[config.mk]
export PLATFORM = sky130hd
export DESIGN_NAME = upscale
export DESIGN_NICKNAME = d
export VERILOG_FILES = /design/src/rtl/cnn_pkg.sv /design/src/rtl/pipe_stage.sv /design/src/rtl/upscale.sv
export SDC_FILE = /design/constraint.sdc
export NUM_CORES = 1
export LEC_CHECK = 0
export BUFFER_PORTS_ARGS = -buffer_cell sky130_fd_sc_hd__buf_2
export CORE_MARGIN = 4
export CORE_UTILIZATION = 47
export DETAILED_ROUTE_END_ITERATION = 10
export PLACE_DENSITY = 0.72
export SLEW_MARGIN = 20
export SYNTH_ARGS = -nofsm -noshare
export SYNTH_HDL_FRONTEND = slang
export SYNTH_SLANG_ARGS = --single-unit
[constraint.sdc]
create_clock -name clk -period 1.85 [get_ports clk]
set_input_delay 0.2775 -clock clk [delete_from_list [all_inputs] [get_ports clk]]
set_output_delay 0.2775 -clock clk [all_outputs]
set_load 0.01 [all_outputs]
[src/rtl/cnn_pkg.sv]
// cnn_pkg: shared widths, image sample limits and shift range for the upscale/rescale pair
package cnn_pkg;
   localparam int DEF_NUM_WIDTH = 33;
   localparam int DEF_IMG_WIDTH = 16;
   localparam logic signed [DEF_IMG_WIDTH-1:0] IMG_MAX = 16'sh7FFF;
   localparam logic signed [DEF_IMG_WIDTH-1:0] IMG_MIN = 16'sh8000;
   function automatic int shift_max(input int num_w, input int img_w);
      return num_w - img_w;
   endfunction
endpackage

[src/rtl/pipe_stage.sv]
// pipe_stage: one valid/ready register slice; holds its data while stalled or empty
module pipe_stage #(
   parameter int W = 8
) (
   input  logic         clk,
   input  logic         rst,
   input  logic         in_valid,
   output logic         in_ready,
   input  logic [W-1:0] in_data,
   output logic         out_valid,
   input  logic         out_ready,
   output logic [W-1:0] out_data
);
   assign in_ready = ~out_valid | out_ready;
   always_ff @(posedge clk) begin
      if (rst) begin
         out_valid <= 1'b0;
         out_data  <= '0;
      end else if (in_ready) begin
         out_valid <= in_valid;
         if (in_valid) out_data <= in_data;
      end
   end
endmodule

[src/rtl/upscale.sv]
// upscale: sign-extend and left-shift image samples into the MAC domain; UPSCALE_MIDPOINT_EN adds the bin-centre bit
module upscale
   import cnn_pkg::*;
#(
   parameter int NUM_WIDTH = DEF_NUM_WIDTH,
   parameter int IMG_WIDTH = DEF_IMG_WIDTH
) (
   input  logic                 clk,
   input  logic                 rst,
   input  logic [7:0]           shift,
   input  logic [IMG_WIDTH-1:0] up_data,
   input  logic                 up_valid,
   output logic                 up_ready,
   output logic [NUM_WIDTH-1:0] dn_data,
   output logic                 dn_valid,
   input  logic                 dn_ready,
   output logic                 cfg_error
);
   localparam int SHIFT_MAX = shift_max(NUM_WIDTH, IMG_WIDTH);
   localparam logic [7:0] SHIFT_MAX_B = 8'(SHIFT_MAX);
   logic                   over;
   logic                   s1_valid;
   logic                   s2_ready;
   logic [NUM_WIDTH+7:0]   s1_in;
   logic [NUM_WIDTH+7:0]   s1_out;
   logic [NUM_WIDTH-1:0]   s1_num;
   logic [7:0]             s1_sh;
   logic [NUM_WIDTH-1:0]   s2_in;
   assign over  = shift > SHIFT_MAX_B;
   assign s1_in = {{(NUM_WIDTH-IMG_WIDTH){up_data[IMG_WIDTH-1]}}, up_data, over ? SHIFT_MAX_B : shift};
   assign {s1_num, s1_sh} = s1_out;
   // the clamp keeps every shifted sample inside NUM_WIDTH, so the shift cannot overflow
`ifdef UPSCALE_MIDPOINT_EN
   assign s2_in = (s1_num << s1_sh) | (s1_sh != 8'd0 ? NUM_WIDTH'(1) << (s1_sh - 8'd1) : '0);
`else
   assign s2_in = s1_num << s1_sh;
`endif
   pipe_stage #(.W(NUM_WIDTH + 8)) u_s1 (
      .clk(clk), .rst(rst),
      .in_valid(up_valid), .in_ready(up_ready), .in_data(s1_in),
      .out_valid(s1_valid), .out_ready(s2_ready), .out_data(s1_out)
   );
   pipe_stage #(.W(NUM_WIDTH)) u_s2 (
      .clk(clk), .rst(rst),
      .in_valid(s1_valid), .in_ready(s2_ready), .in_data(s2_in),
      .out_valid(dn_valid), .out_ready(dn_ready), .out_data(dn_data)
   );
   always_ff @(posedge clk) begin
      if (rst) cfg_error <= 1'b0;
      else if (up_valid & up_ready & over) cfg_error <= 1'b1;
   end
endmodule

==> results of run 1 <==
## layer usage
layer  vias to the layer above  wire, µm
met5                         -         0
met1                      1731      4820
met2                       174      5480
li1                       1727         -
met4                         0       192
met3                        24       734
## critical path, cell delays in order, from the launching register on
cell and delay [ps]:
dfxtp_4 390, buf_4 150, mux2i_2 160, mux4_2 570, a2111oi_4 360, a221oi_1 80, nor2_1 90
## path summary, 6_finish.rpt
check                       to  slack (ps)  depth (start not counted)
max          u_s2.out_data[23]           2                          6
min          u_s1.out_data[12]         150                          3
max reg2reg  u_s2.out_data[23]           2                          6
min reg2reg  u_s2.out_data[31]         450                          2
## cell usage in the layout, fill, tap and decap left out, types with 3 or more instances in the layout
cell type / count
a21oi_1: 30
dfxtp_2: 5
mux4_2: 9
a211oi_1: 5
a22o_1: 5
nand3_1: 11
nand4_1: 3
a32oi_1: 7
buf_2: 63
a221o_1: 3
dfxtp_4: 3
o21ai_0: 6
nand2b_1: 6
a2bb2oi_1: 3
mux2i_2: 4
buf_4: 67
a221oi_1: 3
dfxtp_1: 52
and3_1: 4
mux2i_1: 18
clkbuf_8: 9
nor2b_1: 7
a22oi_1: 14
nor2_1: 40
nor3_1: 7
clkinv_2: 5
nand2_1: 53
a211o_1: 5
mux2_2: 8
o22ai_1: 3
inv_1: 4
## area by class of cell
class / instances / area, µm² / area share, %
timing repair buffer: 135 / 896 / 19.5
clock inverter: 6 / 55.1 / 1.20
inverter: 5 / 18.8 / 0.410
clock buffer: 10 / 128 / 2.78
multi-input combinational: 302 / 2150 / 46.8
sequential: 60 / 1220 / 26.6
tap: 96 / 120 / 2.62
## per-stage QoR
stage / TNS (ps) / area, µm²
floorplan: 0 / 3440
global placement: -1480 / 4240
detailed placement: -2750 / 4240
CTS: 0 / 4460
global route: -286 / 4580
finish: 0 / 4580
## power groups by stage
stage / combinational (mW) / clock [mW] / sequential (mW)
global placement: 0.562 / 0 / 1.43
CTS: 0.580 / 1.17 / 1.40
global route: 0.668 / 1.23 / 1.41
finish: 0.619 / 1.16 / 1.40
floorplan: 0.326 / 0 / 1.41
detailed placement: 0.572 / 0 / 1.43
## sequential cells by signal, summed over array words and instances (netlist names)
signal,flops
cfg_error,1
u_s1.out_data,24
u_s1.out_valid,1
u_s2.out_valid,1
u_s2.out_data,33
## what timing repair did
item	CTS	global route
hold endpoints to repair	0	0
pin swaps	1	1
cloned	0	0
setup endpoints to repair	25	15
resized for setup	9	28
buffers inserted	1	2
## logic make-up after synthesis
logic type	Yosys count	synth area share (%)
AOI/OAI and AO/OA	112	24.1
buffers and inverters	40	5.68
DFF	60	35.0
muxes	41	15.5
and+or+nand+nor	149	19.7
==> metrics.cfg, run 1 <==
[run_status]
status=complete, no violations

[clock_network]
cts_tree=built
cts.path.max_buffers=2
clkTransAtPathRegs_ps=70
clk_latency_ps=360
numCtsBuffers=9
postCtsHoldBufs=0
htree_levels=3
clkSinkCount=60
root_buffer=clkbuf_8

[critical_path]
worstPathArrival_ps=2150
setup.worst_path.start=u_s1.out_data[2]
startpoint_type=flop
worstPathMaxFanout=10
end_kind=flop
crit_required_ps=2150
path_class=flop to flop
r2r_start=u_s1.out_data[2]

[timing]
rsz0062_at_grt=yes
finClkSkew_ps=7.83
max_clock_freq_ghz=0.541
final_max_slew_viol_count=0
hold_violations=0
setup_viol=0
finalWorstSetupSlack_ps=1.91
fin_crit_sh_pct=99.9
tightest_slew_ps=494
whs_ps=152
fin_crit_ps=1850
relSlewSlack_pct=67.0

[synthesis]
syn_inst=402
netlist_area_um2=3440
syn_avg_cell_area_um2=8.55
netlist-cell-type-count=58
async_flop_share_pct=0
syn_nets=430
ys_warn_count=0
synthFlopType=dfxtp_1
ys_seq_elements=60
ys_seq_area_share_pct=35.0
synth_most_common_cell=dfxtp_1
synthTopCellsByArea=dfxtp_1 (35%), mux2i_1 (6.7%), nand2_1 (6.0%), mux4_2 (5.9%), nor2_1 (4.5%)
synth.cells.most_frequent=dfxtp_1 (60), nand2_1 (55), nor2_1 (41), a21oi_1 (30), mux2i_1 (23)
synth_edf_count=0
synth.largest_area_cell=dfxtp_1
synth_top_cell_area_share_pct=35.0

[die]
coreArea_um2=6940
rows=30
chipWidth_um=93.5
start_util_pct=49.5
pin_count=64
die_y_um=93.5
dieArea_um2=8740

[finish]
areaGrowthSynthToFinish_pct=33.4
fill_cells=614
drive_gt1_share_pct=38.0
nets=541
antenna_cells=0
utilization_pct=66.0
final_cells=614

[power]
power_mw=3.18
power.internal_mw=2.25
power.share.combinational_pct=19.4
p_leak_nw=1.93
p_clk_share_pct=36.5
seqPwrFrac_pct=44.0
p_sw_share_pct=29.4
switchingPower_uw=938
peakVddDrop_mv=0.366
powerDensity_nw_per_um2=695

[detailed_routing]
routedWlPerCell_um=18.3
drt_iter0_drc=323
viasPerCell=5.95
wl_mm=11.2
antenna_left=0
drcViolationCount=0
vias=3656
firstDrtPassIters=5

[min_path]
worstHoldPathType=primary input to flop
min_from=up_data[4]

[placement]
hpwlAfterDp_mm=8.48
io_buffers=63
place_congestion=0.978
pre_cts_slack_ps=-258
dp.cells=595

[global_routing]
grt_pass1_vias=3454
grtUsageMet3_pct=4.99
antenna_found_initial=0
grt_overflow=0
grt_pass1_wl_mm=17.9
grt.met1_usage_pct=34.1
grt_usage_pct=26.4
top_usage_layer=met2
grt_max_degree=28
met2_usage_pct=44.6

[flow_run]
cap_violations=0

Power figures use the tool's default switching activity.
==> run 2: changes to the inputs <==
PLACE_DENSITY = 0.69   (was 0.72)
clock period = 2.34 ns   (was 1.85 ns; I/O delays follow)
==> run 2 against run 1 <==
  * Critical path depth decreased by 1
  * Clock skew increased by 5.9 ps
  * Power decreased by 25%
  * Fmax decreased by 15%
  * Non-clock buffer count decreased by 48
  * Sequential power decreased by 21%
  * Wire length decreased by 7.4%
  * Register-to-register slack improved by 160 ps
  * Worst hold slack improved by 83 ps
  * Critical endpoint is now u_s2.out_data[24]
==> metrics.cfg, run 2 (same netlist as run 1, synthesis figures left out) <==
[die]
pin_count=64  ; unchanged
chipWidth_um=93.5  ; unchanged
die_y_um=93.5  ; unchanged
dieArea_um2=8740  ; unchanged
coreArea_um2=6940  ; unchanged
rows=30  ; unchanged
start_util_pct=49.5  ; unchanged

[critical_path]
end_kind=flop
worstPathMaxFanout=10  ; unchanged
startpoint_type=flop
setup.worst_path.start=u_s1.out_data[2]
path_class=flop to flop
ff2ff_path_depth=5  ; -1
critPathTopFamily=multiplexers
crit_required_ps=2610  ; +460 ps
critPathMaxStageDelay_ps=660  ; +90 ps
worstPathArrival_ps=2450  ; +300 ps
regToRegEndpoint=u_s2.out_data[24]
r2r_start=u_s1.out_data[2]
path_cells=mux2i_1 > mux4_2 > or2_1 > a31o_2 > a221oi_2
cpMaxStageDelayCell=dfxtp_1
worstPathBufferInverterCount=0  ; -1
r2r_slack_ps=160  ; +160 ps

[placement]
place_congestion=1.07  ; +9.6%
io_buffers=63  ; unchanged
dpl_cell_area_um2=3890  ; -8.3%
hpwlAfterDp_mm=7.77  ; -8.4%
pre_cts_slack_ps=202  ; +459 ps

[global_routing]
antenna_found_initial=0  ; unchanged
grt_usage_pct=24.8  ; -1.7 points
grt_overflow=0  ; unchanged
grt_pass1_wl_mm=16.7  ; -6.5%
grt_pass1_vias=3177  ; -8.0%
grt_max_degree=28  ; unchanged

[timing]
setup_viol=0  ; unchanged
final_max_slew_viol_count=0  ; unchanged
tightest_slew_ps=639  ; +145 ps
relSlewSlack_pct=57.3  ; -9.7 points
hold_violations=0  ; unchanged
max_clock_freq_ghz=0.459  ; -15%
rsz0062_at_grt=no
fin_crit_ps=2180  ; +331 ps
fin_setup_tns_ps=0  ; unchanged
fin_crit_sh_pct=93.1  ; -6.8 points
finClkSkew_ps=13.7  ; +5.86 ps
finalWorstSetupSlack_ps=161  ; +159 ps

[detailed_routing]
firstDrtPassIters=5  ; unchanged
viasPerCell=6.07  ; +2.0%
wl_mm=10.4  ; -7.4%
antenna_left=0  ; unchanged
routedWlPerCell_um=18.4  ; +0.44%
drcViolationCount=0  ; unchanged
drt_iter0_drc=241  ; -25%
vias=3437  ; -6.0%

[min_path]
hold_path_end=u_s1.out_data[23]
min_from=up_data[15]
hold_depth=3  ; unchanged
worstHoldPathType=primary input to flop

[finish]
nets=493  ; -8.9%
drive_gt1_share_pct=27.4  ; -11 points
largest_register_ffs=33  ; unchanged
regMostFlops=u_s2.out_data
fill_cells=636  ; +3.6%
layout.area.seq_um2=1200  ; -1.3%
final_cell_area_um2=4080  ; -11%
multiInputGateArea_um2=2040  ; -5.0%
final_cell_mix=buf_2 (63), dfxtp_1 (59), nand2_1 (55)
areaGrowthSynthToFinish_pct=18.6
antenna_cells=0  ; unchanged
final_common_cell=buf_2
reg_top3=u_s2.out_data: 33 flops, u_s1.out_data: 24 flops
utilization_pct=58.7  ; -7.3 points

[clock_network]
numCtsBuffers=9  ; unchanged
htree_levels=3  ; unchanged
cts_setup_buffers=0  ; -1
clk_latency_ps=350  ; about the same
root_buffer=clkbuf_8
clkTransAtPathRegs_ps=70  ; about the same
cts_tree=built
clkSinkCount=60  ; unchanged
cts.path.max_buffers=2  ; unchanged

[power]
powerDensity_nw_per_um2=587  ; -16%
peakVddDrop_mv=0.304  ; -17%
p_leak_nw=1.66  ; -14%
power_mw=2.39  ; -25%

[flow_run]
cap_violations=0  ; unchanged

[run_status]
status=complete, no violations

==> run 2: worst min-delay path: stages <==
cell     delay (ps)
buf_2           100
nand2_1          50
a21oi_1          50
==> run 2: timing repair <==
action,in CTS,in global routing
setup endpoints to repair,0,1
hold buffers,0,0
resized for setup,0,1
==> run 2: worst max-delay path by stage <==
stage,endpoint,slack (ps),depth (start not counted)
floorplan,u_s2.out_data[27],520,8
global placement,u_s2.out_data[30],230,5
detailed placement,u_s2.out_data[24],200,5
CTS,u_s2.out_data[24],180,5
global route,u_s2.out_data[24],60,5
finish,u_s2.out_data[24],160,5
==> run 2: final cells by class <==
| class | instances | share of cell area, % |
|---|---|---|
| Clock inverter | 4 | 0.552 |
| Sequential cell | 60 | 29.5 |
| Clock buffer | 12 | 4.05 |
| Tap cell | 96 | 2.95 |
| Timing Repair Buffer | 87 | 12.5 |
| Multi-Input combinational cell | 302 | 50.0 |
| Inverter | 5 | 0.460 |
==> run 2: metal layers <==
layer	wire [µm]	up-vias	GRT usage [%]
met2	4790	164	39.4
met5	0	-	0
met3	762	29	5.23
li1	-	1622	-
met4	303	0	10.0
met1	4530	1622	32.6
==> run 2: per-stage QoR <==
stage	hold slack, ps	std cells
after floorplan	455	402
after global placement	432	550
after detailed placement	439	550
after CTS	221	566
after global routing	237	566
final	235	566
==> run 2: power breakdown <==
part           internal [mW]  switching, mW  total, mW
clock network          0.465          0.423      0.889
logic                  0.169          0.228      0.397
registers               1.06         0.0467       1.11
total                   1.70          0.698       2.39
==> run 3: changes to the inputs <==
CORE_MARGIN = unset   (was 4)
==> run 3 against run 2 <==
  * Worst hold slack improved by 9.1 ps
  * Final cell count increased by 0.18%
  * Fmax increased by 1.3%
  * Register-to-register slack improved by 30 ps
  * Utilization increased by 1.5 points
  * Via count decreased by 0.79%
  * Power increased by 15%
  * Highest routed layer unchanged
  * Combinational power increased by 2%
  * Critical path depth increased by 1
  * Sequential share of layout area decreased by 0.72 points
  * Count of clock-buffer cells in the layout increased by 1
  * Non-clock buffer count increased by 1
==> metrics.cfg, run 3 (same netlist as run 1, synthesis figures left out) <==
[critical_path]
critPathMaxStageDelay_ps=660  ; about the same
worstPathMaxFanout=13  ; +3
path_class=flop to flop
end_kind=flop
critPathTopFamily=compound AO/OA/AOI/OAI gates
worstPathBufferInverterCount=1  ; +1
startpoint_type=flop
crit_required_ps=2620  ; about the same
setup.worst_path.start=u_s1.out_data[1]
path_cells=buf_4 > and2_1 > a2bb2oi_1 > o221a_2 > a211o_1 > a21oi_1
worstPathArrival_ps=2430  ; -20 ps
cpMaxStageDelayCell=dfxtp_1
r2r_start=u_s1.out_data[1]

[timing]
max_clock_freq_ghz=0.465  ; +1.3%
fin_setup_tns_ps=0  ; unchanged
fin_crit_sh_pct=92.0  ; -1.2 points
finalWorstSetupSlack_ps=188  ; +27.3 ps
whs_ps=245  ; +9.13 ps
final_max_slew_viol_count=0  ; unchanged
relSlewSlack_pct=56.0  ; -1.3 points
hold_violations=0  ; unchanged
fin_crit_ps=2150  ; -27.3 ps
finClkSkew_ps=11.9  ; -1.75 ps
tightest_slew_ps=641  ; +2.41 ps
setup_viol=0  ; unchanged
rsz0062_at_grt=no

[power]
power_mw=2.75  ; +15%
p_leak_nw=1.71  ; +2.8%
peakVddDrop_mv=0.333  ; +9.7%
powerDensity_nw_per_um2=658  ; +12%

[placement]
pre_cts_slack_ps=77.0  ; -125 ps
hpwlAfterDp_mm=7.66  ; -1.3%
dpl_cell_area_um2=3910  ; +0.51%
dp.cells=551  ; +0.18%
place_congestion=1.01  ; -5.6%
io_buffers=63  ; unchanged

[die]
dieArea_um2=7660  ; -12%
rows=30  ; unchanged
coreArea_um2=6940  ; unchanged
start_util_pct=49.5  ; unchanged
die_y_um=87.5  ; -6.4%
chipWidth_um=87.5  ; -6.4%
pin_count=64  ; unchanged

[detailed_routing]
antenna_left=0  ; unchanged
vias=3410  ; -0.79%
routedWlPerCell_um=18.0  ; -2.0%
wl_mm=10.2  ; -1.8%
drt_iter0_drc=236  ; -2.1%
firstDrtPassIters=6  ; +1
drcViolationCount=0  ; unchanged
viasPerCell=6.01  ; -0.96%

[clock_network]
htree_levels=3  ; unchanged
cts_tree=built
ctsResizeCount=0  ; unchanged
numCtsBuffers=9  ; unchanged
postCtsHoldBufs=0  ; unchanged
clkSinkCount=60  ; unchanged
clkTransAtPathRegs_ps=70  ; about the same
root_buffer=clkbuf_8
cts.path.max_buffers=2  ; unchanged
cts_setup_buffers=0  ; unchanged
clk_latency_ps=350  ; about the same

[finish]
final_cell_mix=buf_2 (63), dfxtp_1 (59), nand2_1 (55)
utilization_pct=60.2  ; +1.5 points
final_common_cell=buf_2
nets=494  ; +0.20%
drive_gt1_share_pct=27.6  ; +0.15 points
largest_register_ffs=33  ; unchanged
regMostFlops=u_s2.out_data
reg_top3=u_s2.out_data: 33 flops, u_s1.out_data: 24 flops
areaGrowthSynthToFinish_pct=21.6
antenna_cells=0  ; unchanged
final_cell_area_um2=4180  ; +2.5%
final_cells=567  ; +0.18%

[global_routing]
grt_overflow=0  ; unchanged
grt_pass1_vias=3235  ; +1.8%
grt_pass1_wl_mm=16.7  ; -0.29%
grt_usage_pct=28.9  ; +4.1 points
antenna_found_initial=0  ; unchanged
grt_max_degree=29  ; +3.6%

[flow_run]
cap_violations=0  ; unchanged

[run_status]
status=complete, no violations

[min_path]
min_from=up_data[1]
worstHoldPathType=primary input to flop

run 3: cell types whose count changed in the layout (fill, tap and decap cells not counted):
cell,change
buf_12,+1
bufinv_16,+3
clkbuf_8,+1
clkinv_2,-3
clkinvlp_4,-1
run 3: cell type report:
| type | instances | area, µm² |
|---|---|---|
| Multi-Input combinational cell | 302 | 2040 |
| Fill cell | 652 | 2770 |
| Clock inverter | 3 | 90.1 |
| Clock buffer | 13 | 179 |
| Timing Repair Buffer | 88 | 528 |
| Tap cell | 96 | 120 |
| Sequential cell | 60 | 1200 |
| Inverter | 5 | 18.8 |
run 3: worst reg2reg max path, cell delays in order, from the launching register on:
cell       delay, ps
dfxtp_1          660
buf_4            290
and2_1           290
a2bb2oi_1        130
o221a_2          270
a211o_1          310
a21oi_1          150
run 3: routing by layer:
metal	global-route usage [%]	routed length, µm
met5	0	0
met4	11.8	303
met2	45.4	4640
met3	6.35	768
met1	38.6	4490
run 3: worst paths after layout:
check,slack [ps],cells past startpoint,end
max,190,6,u_s2.out_data[22]
min,240,3,u_s1.out_data[9]
max reg2reg,190,6,u_s2.out_data[22]
min reg2reg,450,2,u_s2.out_data[14]
run 3: where the power goes:
part	switching (mW)	internal [mW]
sequential	0.0443	1.06
clock	0.413	0.824
combinational	0.233	0.173
